## config.mk

```make
export PLATFORM = sky130hd
export DESIGN_NAME = alu_arbiter
export DESIGN_NICKNAME = d
export VERILOG_FILES = /design/src/rtl/alu_arbiter.sv
export SDC_FILE = /design/constraint.sdc
export NUM_CORES = 1
export LEC_CHECK = 0
export ABC_AREA = 0
export BUFFER_PORTS_ARGS = -buffer_cell sky130_fd_sc_hd__buf_2
export CAP_MARGIN = 20
export CORE_MARGIN = 2
export CORE_UTILIZATION = 57
export CTS_BUF_LIST = sky130_fd_sc_hd__clkbuf_8 sky130_fd_sc_hd__clkbuf_16
export DETAILED_ROUTE_END_ITERATION = 12
export HOLD_SLACK_MARGIN = 0.1
export PLACE_DENSITY = 0.79
export RECOVER_POWER = 100
export SETUP_SLACK_MARGIN = 0.02
export SYNTH_ARGS = -nofsm -noshare
export SYNTH_HDL_FRONTEND = slang
export SYNTH_SLANG_ARGS = --single-unit
```

## constraint.sdc

```tcl
create_clock -name clk_i -period 4.3 [get_ports clk_i]
set_input_delay 0.43 -clock clk_i [delete_from_list [all_inputs] [get_ports clk_i]]
set_output_delay 0.43 -clock clk_i [all_outputs]
set_load 0.005 [all_outputs]
```

## src/rtl/alu_arbiter.sv

```systemverilog
// alu_arbiter
//   Round-robin arbiter that lets NReq requesters share one ALU. A request is
//   accepted into a single response slot. The result is computed from the
//   latched operands and held on rsp_* until the consumer takes it. When the
//   consumer takes a response and a new request is accepted in the same
//   cycle, the block sustains one operation per cycle.
//
// Parameters
//   XLen  operand/result width
//   NReq  number of requesters (2..8)
//
// Ports
//   clk_i         clock, rising edge
//   rst_ni        asynchronous active-low reset
//   req_valid_i   per-requester operation valid               [NReq]
//   req_ready_o   per-requester accept, one-hot or zero       [NReq]
//   req_a_i       operand A, requester i at [i*XLen +: XLen]  [NReq*XLen]
//   req_b_i       operand B, same packing                     [NReq*XLen]
//   req_op_i      op code, requester i at [i*3 +: 3]          [NReq*3]
//   rsp_valid_o   response valid
//   rsp_ready_i   response consumer ready
//   rsp_id_o      index of the requester that issued the response
//   rsp_result_o  ALU result
//   rsp_zero_o    result equals zero
//   rsp_err_o     op code was reserved
module alu_arbiter #(
  parameter int XLen = 32,
  parameter int NReq = 2,
  localparam int OpWidth = 3,
  localparam int IdWidth = (NReq > 2) ? $clog2(NReq) : 1
) (
  input  logic                    clk_i,
  input  logic                    rst_ni,
  input  logic [NReq-1:0]         req_valid_i,
  output logic [NReq-1:0]         req_ready_o,
  input  logic [NReq*XLen-1:0]    req_a_i,
  input  logic [NReq*XLen-1:0]    req_b_i,
  input  logic [NReq*OpWidth-1:0] req_op_i,
  output logic                    rsp_valid_o,
  input  logic                    rsp_ready_i,
  output logic [IdWidth-1:0]      rsp_id_o,
  output logic [XLen-1:0]         rsp_result_o,
  output logic                    rsp_zero_o,
  output logic                    rsp_err_o
);

  typedef enum logic {
    IDLE = 1'b0,
    RESP = 1'b1
  } state_e;

  localparam logic [IdWidth:0]   LpNReq    = (IdWidth+1)'(NReq);
  localparam logic [IdWidth-1:0] LpLastIdx = IdWidth'(NReq - 1);

  localparam logic [OpWidth-1:0] OpAdd = 3'b000;
  localparam logic [OpWidth-1:0] OpSub = 3'b001;
  localparam logic [OpWidth-1:0] OpAnd = 3'b010;
  localparam logic [OpWidth-1:0] OpOr  = 3'b011;
  localparam logic [OpWidth-1:0] OpSlt = 3'b101;

  state_e               r_state;
  state_e               w_state_next;
  logic [IdWidth-1:0]   r_rr_ptr;
  logic [XLen-1:0]      r_a;
  logic [XLen-1:0]      r_b;
  logic [OpWidth-1:0]   r_op;
  logic [IdWidth-1:0]   r_id;

  logic                 w_slot_open;
  logic [2*NReq-1:0]    w_valid_dbl;
  logic [NReq-1:0]      w_valid_rot;
  logic                 w_found;
  logic [IdWidth:0]     w_off;
  logic [IdWidth:0]     w_sum;
  logic [IdWidth-1:0]   w_grant_idx;
  logic [IdWidth-1:0]   w_ptr_next;
  logic                 w_accept;

  logic [XLen-1:0]      w_a_arr  [NReq];
  logic [XLen-1:0]      w_b_arr  [NReq];
  logic [OpWidth-1:0]   w_op_arr [NReq];

  logic [XLen-1:0]      w_result;
  logic                 w_err;

  // Unpack the flat request buses so the grant index can select directly.
  for (genvar gi = 0; gi < NReq; gi++) begin : g_unpack
    assign w_a_arr[gi]  = req_a_i[gi*XLen +: XLen];
    assign w_b_arr[gi]  = req_b_i[gi*XLen +: XLen];
    assign w_op_arr[gi] = req_op_i[gi*OpWidth +: OpWidth];
  end

  // Gating with rst_ni keeps req_ready_o low while reset is held, even though
  // the state register already reads IDLE.
  assign w_slot_open = rst_ni & ((r_state == IDLE) | rsp_ready_i);

  // Rotate the valid vector so bit 0 corresponds to rr_ptr. The lowest set
  // bit of the rotated vector is then the round-robin winner.
  assign w_valid_dbl = {req_valid_i, req_valid_i};
  assign w_valid_rot = w_valid_dbl[r_rr_ptr +: NReq];

  always_comb begin
    w_found = 1'b0;
    w_off   = '0;
    // Descending scan so the lowest offset is the one left standing.
    for (int k = NReq - 1; k >= 0; k--) begin
      if (w_valid_rot[k]) begin
        w_found = 1'b1;
        w_off   = (IdWidth+1)'(k);
      end
    end
  end

  // Undo the rotation: (rr_ptr + offset) mod NReq.
  assign w_sum       = {1'b0, r_rr_ptr} + w_off;
  assign w_grant_idx = (w_sum >= LpNReq) ? IdWidth'(w_sum - LpNReq) : IdWidth'(w_sum);
  assign w_ptr_next  = (w_grant_idx == LpLastIdx) ? '0 : w_grant_idx + IdWidth'(1);
  assign w_accept    = w_slot_open & w_found;

  for (genvar gi = 0; gi < NReq; gi++) begin : g_ready
    assign req_ready_o[gi] = w_accept & (w_grant_idx == IdWidth'(gi));
  end

  // FSM next-state logic.
  always_comb begin
    w_state_next = r_state;
    case (r_state)
      IDLE: begin
        if (w_accept) begin
          w_state_next = RESP;
        end
      end
      RESP: begin
        // Staying in RESP on a same-cycle accept gives back-to-back responses.
        if (rsp_ready_i && !w_accept) begin
          w_state_next = IDLE;
        end
      end
      default: w_state_next = IDLE;
    endcase
  end

  always_ff @(posedge clk_i or negedge rst_ni) begin
    if (!rst_ni) begin
      r_state  <= IDLE;
      r_rr_ptr <= '0;
      r_a      <= '0;
      r_b      <= '0;
      r_op     <= '0;
      r_id     <= '0;
    end else begin
      r_state <= w_state_next;
      if (w_accept) begin
        r_a      <= w_a_arr[w_grant_idx];
        r_b      <= w_b_arr[w_grant_idx];
        r_op     <= w_op_arr[w_grant_idx];
        r_id     <= w_grant_idx;
        r_rr_ptr <= w_ptr_next;
      end
    end
  end

  // The single shared ALU works on the latched operands only, so the response
  // stays stable while it is held.
  always_comb begin
    w_result = '0;
    w_err    = 1'b0;
    case (r_op)
      OpAdd: w_result = r_a + r_b;
      OpSub: w_result = r_a - r_b;
      OpAnd: w_result = r_a & r_b;
      OpOr:  w_result = r_a | r_b;
      // A signed compare is immune to the overflow that a subtract-and-check-
      // sign implementation would suffer.
      OpSlt: w_result = {{(XLen-1){1'b0}}, ($signed(r_a) < $signed(r_b))};
      default: begin
        w_result = '0;
        w_err    = 1'b1;
      end
    endcase
  end

  assign rsp_valid_o  = (r_state == RESP);
  assign rsp_id_o     = r_id;
  assign rsp_result_o = w_result;
  assign rsp_zero_o   = (w_result == '0);
  assign rsp_err_o    = w_err;

endmodule

```

==> metrics.cfg <==
[logic_synthesis]
yosysWarnings=0
synth_cells=1102
netlist_area_um2=8407
synth_ff_type=dfrtp_1
yosysTopAreaCell=dfrtp_1
synth_area_leaders=dfrtp_1 21%, ha_1 15%, mux2i_1 8.2%
synth_edf_count=0
synthesis.nets=1346
synth_seq_cells=70
synth_top_area_share=0.2084
syn_area_per_cell_um2=7.629
yosysSeqAreaShare=0.2084
async_flop_share=1.000
yosysUniqueCellTypes=79

[cts]
tritoncts=done
cts.sinks=70
hold_buffers=0
clk_path_buf_depth=2
cts_buffers=9
root_buffer=clkbuf_16
clkTransAtPathRegs_ps=60
worstSkewPairLatency_ps=350
h-tree-depth=3

[routing]
routedWlPerCell_um=19.65
wirelength_mm=29.28
drc=0
drt_iter0_markers=952
drt_pass1_iterations=5
via_count=9179
routed_via_density=6.160
ant_nets=0

[pwr]
switching_share=0.4943
leakage_nw=5.064
p_total_mw=5.680
power.net_switching_mw=2.807
peakVddDrop_mv=0.3392
p_clk_frac=0.134
seq_power_share=0.165
p_int_mw=2.872
combPwrFrac=0.701
powerDensity_nw_per_um2=535.0

[layout]
nNetsFinal=1545
n_antenna_cell=0
layout.cells.non_filler=1490
n_fill_cell=1178
final_area_um2=10620
fin_util=0.7332
drive_above_1_share=0.2825
area_growth_pct=26.28
multiInputGateArea_um2=6489
seqCellArea_um2=1759

[worst_setup_path]
cp-start-kind=flip-flop
worstSetupEndpointType=output port
required_ps=3870
worstSetupPathType=flip-flop to output port
crit_arrival_ps=3930
cp_max_fo=4

[sta]
fin_ws_ps=-57.06
drv_slew=97
clock_skew_ps=3.868
fmaxAchievable_mhz=229.5
tns_ps=-57.06
slew_headroom=-0.4862
worst_slew_pin_slew_ps=2229
hold_viol=0
rsz0062_at_grt=yes
holdWs_ps=358.5
finalSetupViolCount=1
period_share=1.013
fin_crit_ps=4357

[die]
start_util=0.5806
std_cell_rows=44
die_w_um=125.4
die_y_um=125.4
die-area_um2=15740
io_pins=177
core-area_um2=14480

[global_route]
antenna_found_initial=0
track_usage=0.3590
grt_pass1_wl_mm=45.35
grt_pass1_vias=8559
grt_overflow_total=0
grt_max_degree=92

[place]
portBuffers=176
dp_cells=1447
place_ws_ps=206.9
place_congestion=1.019
place.detailed.hpwl_mm=22.16
place_area_um2=9638

[status]
violations=max-capacitance violations, max-slew violations, negative setup slack
outcome=finished, violations left

[flow_run]
max_cap_violations=2

[hold_path]
hp-class=primary input to flip-flop

per-layer routing:
metal,track usage,wire length (um),vias up
li1,-,-,4311
met1,0.5068,12730,4279
met2,0.5501,13080,519
met3,0.07189,2560,70
met4,0.1209,918,0
met5,0,0,-
cell families after synthesis:
kind of cell	count (synthesis)	synth area share
multiplexers	71	0.08617
flip-flops	70	0.2084
adder cells (fa/ha/maj)	106	0.1593
AO/OA/AOI/OAI	360	0.2719
buffers and inverters	165	0.07799
XOR/XNOR	25	0.02605
AND/OR/NAND/NOR	305	0.1703
final cells by class:
| cell class | instances | area share |
|---|---|---|
| multi-input combinational | 867 | 0.6112 |
| sequential | 70 | 0.1657 |
| timing repair buffer | 253 | 0.1385 |
| inverter | 100 | 0.03536 |
| tap | 184 | 0.02169 |
| clock buffer | 9 | 0.02121 |
| clock inverter | 7 | 0.006364 |
worst max-delay path, stage by stage, from the launching register on:
cell	delay [ps]
dfrtp_1	400
inv_1	140
ha_4	230
nor2_1	240
o311ai_2	160
buf_4	170
a21bo_2	240
nand2_1	160
a211oi_4	110
buf_4	160
a311oi_4	270
o21ai_0	180
and4_1	230
o31ai_2	220
buf_4	140
nand3_1	100
nor4_2	250
buf_2	160
registers in the layout, summed over array words and instances, names as in the netlist:
register	count
r_a	32
r_rr_ptr	1
rsp_id_o	1
r_b	32
rsp_valid_o	1
r_op	3
power groups by stage:
stage / clock network (mW) / logic, mW / registers (mW)
2_1_floorplan: 0 / 2.28 / 0.901
3_3_place_gp: 0 / 3.39 / 0.930
3_5_place_dp: 0 / 3.40 / 0.943
4_1_cts: 0.767 / 3.58 / 0.928
5_1_grt: 0.793 / 4.26 / 0.957
6_report: 0.763 / 3.98 / 0.936
synthesized netlist by cell type, types with 4 or more instances:
cell type,count
and3_1,4
nor2_1,61
buf_4,4
nand2b_1,12
buf_1,5
clkbuf_1,39
or4_1,4
a21o_1,12
a31oi_1,13
o21ai_0,121
nor2b_1,11
o211ai_1,8
o21a_1,10
a21oi_2,5
or2_2,4
nand3_1,21
xnor2_1,25
nand4_1,6
dfrtp_1,70
a21oi_1,81
nor3_1,24
o21bai_1,7
o22ai_1,18
inv_1,98
ha_1,103
mux2i_1,69
a211oi_1,8
o31a_1,7
nor4_1,12
o31ai_1,18
buf_2,15
nand2_1,128
layout by cell type, fill, tap and decap left out, drive strengths merged, types with 13 or more instances in the layout:
| cell type | count |
|---|---|
| clkbuf | 13 |
| a21oi | 86 |
| o31ai | 20 |
| ha | 103 |
| inv | 100 |
| dfrtp | 70 |
| o22ai | 18 |
| a31oi | 13 |
| xnor2 | 25 |
| nor4 | 14 |
| o21ai | 124 |
| nand3 | 22 |
| buf | 249 |
| nand2 | 128 |
| nor3 | 25 |
| nor2 | 61 |
| mux2i | 69 |
repair_timing:
| action | CTS | global route |
|---|---|---|
| pin swaps | 18 | 36 |
| setup endpoints to repair | 1 | 1 |
| gates resized for setup | 38 | 66 |
| setup buffers | 8 | 19 |
path summary, 6_finish.rpt:
check / slack, ps / end / from / cells past startpoint
worst max-delay path: -60 / rsp_zero_o / r_b[4] / 17
worst min-delay path: 360 / r_a[22] / req_a_i[22] / 3
worst max register to register: 1570 / r_a[19] / r_rr_ptr / 4
worst min register to register: 490 / rsp_id_o / rsp_id_o / 1
max in group asynchronous: 1260 / r_a[3] / rst_ni / 3
min in group asynchronous: 1110 / r_a[12] / rst_ni / 2
No activity file was read; power rests on OpenSTA's default activity.
